$ cat src/rtl/bht_predictor_pkg.sv
// Shared types and encodings for the 2-bit branch history table predictor.
package bht_predictor_pkg;

  typedef logic [1:0] ctr2_t;

  localparam ctr2_t SNT = 2'b00;
  localparam ctr2_t WNT = 2'b01;
  localparam ctr2_t WT  = 2'b10;
  localparam ctr2_t ST  = 2'b11;

  localparam logic [1:0] BTB_NONE  = 2'b00;
  localparam logic [1:0] BTB_WRITE = 2'b01;
  localparam logic [1:0] BTB_INVAL = 2'b10;

  localparam logic [1:0] MISS_NONE   = 2'b00;
  localparam logic [1:0] MISS_PC4    = 2'b01;
  localparam logic [1:0] MISS_TARGET = 2'b10;

  localparam logic [2:0] BR_NONE = 3'd0;

endpackage

$ cat src/rtl/bht_predictor_sat_counter2.sv
// Next-state logic for one 2-bit saturating counter (SNT..ST).
module sat_counter2
  import bht_predictor_pkg::*;
(
  input  ctr2_t cur,
  input  logic  inc,
  output ctr2_t nxt
);

  // NOTE: assign a default before any branch so no path leaves nxt unassigned (no latch).
  always_comb begin
    nxt = cur;
    if (inc) begin
      if (cur != ST) nxt = cur + 2'd1;
    end else begin
      if (cur != SNT) nxt = cur - 2'd1;
    end
  end

endmodule

$ cat src/rtl/bht_predictor.sv
// Direct-mapped table of 2-bit counters with zero-latency mispredict resolution.
// Optional BranchCnt/MissCnt statistics are built when BHT_STATS_EN is defined.
module bht_predictor
  import bht_predictor_pkg::*;
#(
  parameter int    ENTRIES    = 64,
  parameter ctr2_t INIT_STATE = 2'b01
) (
  input  logic        clk,
  input  logic        rst,
  input  logic [31:0] IFpc,
  output logic        PredTaken,
  input  logic [31:0] EXpc,
  input  logic [31:0] IDpc,
  input  logic [31:0] BrNPC,
  input  logic        BranchE,
  input  logic [2:0]  BranchTypeE,
  input  logic        StallE,
  output logic [1:0]  BTBflush,
  output logic [1:0]  PredictMiss
`ifdef BHT_STATS_EN
  ,
  output logic [31:0] BranchCnt,
  output logic [31:0] MissCnt
`endif
);

  localparam int IDX_W = $clog2(ENTRIES);

  ctr2_t             counters [ENTRIES];
  ctr2_t             ctr_next;
  logic [IDX_W-1:0]  if_idx;
  logic [IDX_W-1:0]  ex_idx;
  logic [31:0]       ex_pc4;
  logic              upd_valid;

  assign if_idx    = IFpc[IDX_W+1:2];
  assign ex_idx    = EXpc[IDX_W+1:2];
  assign ex_pc4    = EXpc + 32'd4;
  assign upd_valid = (BranchTypeE != BR_NONE) && !StallE;

  // Read is from the registered array, so a same-cycle update is not visible yet.
  assign PredTaken = counters[if_idx][1];

  sat_counter2 u_sat (
    .cur (counters[ex_idx]),
    .inc (BranchE),
    .nxt (ctr_next)
  );

  // NOTE: the table is reset because predictions must be defined right after reset;
  // a plain RAM without reset would not give that guarantee.
  always_ff @(posedge clk or negedge rst) begin
    if (!rst) begin
      for (int i = 0; i < ENTRIES; i++) counters[i] <= INIT_STATE;
    end else if (upd_valid) begin
      // NOTE: non-blocking so every reader in this edge sees the pre-update value.
      counters[ex_idx] <= ctr_next;
    end
  end

  // Resolution compares the fetched path (IDpc) against the actual outcome.
  always_comb begin
    BTBflush    = BTB_NONE;
    PredictMiss = MISS_NONE;
    if (rst && upd_valid) begin
      if (BranchE) begin
        if (IDpc != BrNPC) begin
          BTBflush    = BTB_WRITE;
          PredictMiss = MISS_TARGET;
        end
      end else if (IDpc != ex_pc4) begin
        BTBflush    = BTB_INVAL;
        PredictMiss = MISS_PC4;
      end
    end
  end

`ifdef BHT_STATS_EN
  always_ff @(posedge clk or negedge rst) begin
    if (!rst) begin
      BranchCnt <= '0;
      MissCnt   <= '0;
    end else if (upd_valid) begin
      if (BranchCnt != '1) BranchCnt <= BranchCnt + 32'd1;
      if (PredictMiss != MISS_NONE && MissCnt != '1) MissCnt <= MissCnt + 32'd1;
    end
  end
`endif

  logic unused_ifpc;
  assign unused_ifpc = ^{IFpc[31:IDX_W+2], IFpc[1:0]};

endmodule

$ cat config.mk
export PLATFORM = sky130hd
export DESIGN_NAME = bht_predictor
export DESIGN_NICKNAME = d
export VERILOG_FILES = /design/src/rtl/bht_predictor_pkg.sv /design/src/rtl/bht_predictor_sat_counter2.sv /design/src/rtl/bht_predictor.sv
export SDC_FILE = /design/constraint.sdc
export NUM_CORES = 1
export LEC_CHECK = 0
export CORE_UTILIZATION = 40
export CTS_BUF_LIST = sky130_fd_sc_hd__clkbuf_16
export DETAILED_ROUTE_END_ITERATION = 6
export GPL_TIMING_DRIVEN = 1
export PLACE_DENSITY = 0.7
export SLEW_MARGIN = 20
export SYNTH_ARGS = -nofsm -noshare
export SYNTH_HDL_FRONTEND = slang
export SYNTH_SLANG_ARGS = --single-unit
$ cat constraint.sdc
create_clock -name clk -period 4.7 [get_ports clk]
set_input_delay 0.705 -clock clk [delete_from_list [all_inputs] [get_ports clk]]
set_output_delay 0.705 -clock clk [all_outputs]
set_load 0.1 [all_outputs]
==> metrics.yaml, run 1 <==
sta:
  tightest_slew_ps: 1020
  rsz0062_at_grt: "false"
  finalClockSkew_ps: 11.4
  fmax_mhz: 240
  setup_tns_ps: 0
  hold_viol_final: 0
  min_period_ps: 4170
  fin_ws_ps: 533
  maxSlewHeadroom_pct: 31.9
  timing.final.max_slew_violations: 0
  finalCritPeriodShare_pct: 88.7
  setup_viol: 0
power:
  p_sw_share_pct: 28.7
  power_leakage_nw: 4.00
  pwr-share-seq_pct: 40.0
  clock_power_share_pct: 38.4
  peakVddDrop_mv: 0.305
  power_switching_w: 0.00104
  p_per_area_nw_per_um2: 346
  p_comb_share_pct: 21.6
  internal_power_w: 0.00260
worst_setup_path:
  worst-path-max-fanout: 9
  worst-r2r-cell-count: 8
  critPathCapture: "PredictMiss[0]"
  reg2reg_from: "counters[84]"
  regToRegEndpoint: "counters[26]"
  crit_required_ps: 3990
  cp-start-kind: "input port"
  end_kind: "output pin"
  crit_type: "input port to output pin"
  cp.arrival_ps: 3460
  cp-startpoint: "EXpc[7]"
  rrSetupSlack_ps: 1940
grt:
  grt-ovfl-total: 0
  grt_pass1_wl_um: 41300
  grt.total_usage_pct: 24.8
  antenna_found_initial: 0
  grt_max_degree: 75
  grt_pass1_vias: 7399
final_layout:
  areaGrowthSynthToFinish_pct: 24.7
  nets: 1166
  largest_reg_flops: 128
  biggestRegsByFlops: "counters x128"
  antennaDiodeCount: 0
  largest-register: "counters"
  drive_gt1_share_pct: 17.4
synth:
  ys_seq_area_share_pct: 38.9
  synth-edff-count: 0
  async_flop_share_pct: 100
  ys_top_cells_by_area: "dfstp_2 20%, dfrtp_1 19%, mux4_2 7.7%"
  syn_area_um2: 8450
  ys_warn_count: 0
  syn_area_per_cell_um2: 9.01
  synthesis.nets: 1074
  synth_cell_types: 65
  netlist.area_leader.share_pct: 19.9
  synth-seq-cells: 128
  synthFlopType: "dfstp_2"
  synth_cells: 938
  synth_top_cell_by_area: "dfstp_2"
hold_path:
  worstHoldPathType: "input port to async pin"
die:
  core_um2: 20500
  die_x_um: 147
  die_height_um: 147
  rows: 52
  initial_core_util_pct: 41.2
  die_area_um2: 21700
  ioPinCount: 140
drt:
  wl_per_cell_um: 20.2
  wl_um: 26500
  drtIter0Drc: 635
  dr.pass1.iters: 5
  viasPerCell: 5.95
  drc_errors: 0
  postRouteAntennaNets: 0
  num_vias: 7811
clocking:
  htreeDepth: 4
  cts.clk_slew.worst_paths_ps: 60
  cts_buffers: 17
  postCtsSetupBuffers: 0
  clock_latency_ps: 430
  cts.sinks: 128
  root_buffer: "clkbuf_16"
  clockBufferDepth: 2
  ctsHoldBuffers: 0
  cts_tree: "yes"
  post_cts_resize_count: 0
place:
  post-place-ws_ps: 524
  gp_congestion: 0.922
  dp_hpwl_um: 18200
  port_buffers: 113
run_status:
  outcome: "completed"
flow_run:
  maxCapViolCount: 0
==> per-layer routing <==
metal | routed length (µm) | GRT usage, % | vias to the layer above
li1 | - | - | 3632
met1 | 11100 | 33.2 | 3782
met2 | 12500 | 39.1 | 349
met3 | 2190 | 5.19 | 48
met4 | 697 | 10.3 | 0
met5 | 0 | 0 | -
==> logic make-up after synthesis <==
kind of cell	after synthesis	share of synthesized area (%)
AO/OA/AOI/OAI	244	17.9
XOR/XNOR	65	6.74
adder cells (fa/ha/maj)	3	0.400
buffers and inverters	83	4.44
flip-flops	128	38.9
multiplexers	64	12.0
AND/OR/NAND/NOR	351	19.7
==> area by class of cell <==
cell class                      instances  area (µm²)
Multi-Input combinational cell        727        4830
Timing Repair Buffer                  143        1410
Fill cell                            1883        9960
Tap cell                              270         338
Clock inverter                         15         191
Inverter                               13        48.8
Clock buffer                           17         425
Sequential cell                       128        3280
==> metrics by stage <==
stage	util (%)	hold WS (ps)	total power, W	cells	instance area [µm²]
after floorplan	-	409	0.00194	938	8460
after global placement	48.4	457	0.00223	1281	9910
after detailed placement	48.4	469	0.00225	1281	9910
after CTS	51.4	477	0.00365	1313	10500
after global routing	51.4	494	0.00380	1313	10500
final	51.4	461	0.00364	1313	10500
==> synth_stat cells, drive strengths merged (25+ instances only) <==
| library cell | instances |
|---|---|
| mux4 | 29 |
| a31oi | 34 |
| xnor2 | 55 |
| o21ai | 68 |
| clkbuf | 45 |
| mux2i | 29 |
| dfstp | 64 |
| buf | 25 |
| a21oi | 66 |
| nand2 | 139 |
| dfrtp | 64 |
| nor2 | 77 |
==> how the worst min path moves through the flow <==
stage,start,slack (ps),cells past startpoint,to
6_report,rst,460,2,counters[93]
5_1_grt,counters[22],490,2,counters[22]
4_1_cts,counters[32],480,2,counters[32]
3_5_place_dp,counters[32],470,2,counters[32]
3_3_place_gp,counters[22],460,2,counters[22]
2_1_floorplan,rst,410,0,counters[101]
==> critical path, stage by stage <==
cell and delay [ps]:
clkdlybuf4s50_1 530, nand4_1 350, or4_1 720, nor2_1 150
xnor2_1 130, a211oi_1 90, o2111a_1 290, a31oi_4 270
buf_12 210
==> cell usage in the layout, fill, tap and decap left out, drive strengths merged, types with 6 or more instances in the layout <==
master,netlist,routed
a21oi,66,66
a221oi,9,9
a22oi,8,8
a31oi,34,34
and2,8,8
and3,8,8
buf,25,39
clkbuf,45,17
clkdlybuf4s50,0,104
dfrtp,64,64
dfstp,64,64
inv,13,17
mux2,6,6
mux2i,29,29
mux4,29,29
nand2,139,139
nand3,24,24
nand4,19,19
nor2,77,77
nor2b,7,7
nor3,16,16
nor4,15,15
o211ai,6,6
o21ai,68,68
o31ai,11,11
xnor2,55,55
xor2,10,10
==> power groups by stage <==
stage	Combinational, W	Sequential (W)	Clock [W]
2_1_floorplan	0.000506	0.00144	0
3_3_place_gp	0.000766	0.00146	0
3_5_place_dp	0.000781	0.00147	0
4_1_cts	0.000784	0.00146	0.00141
5_1_grt	0.000853	0.00148	0.00146
6_report	0.000786	0.00146	0.00140
(Power assumes the default switching activity.)
==> inputs of run 2 (changes only) <==
Settings changed: SLEW_MARGIN 20 to default.
==> results of run 2 <==
No change in the layout: final DEF, timing and power equal those of run 1.
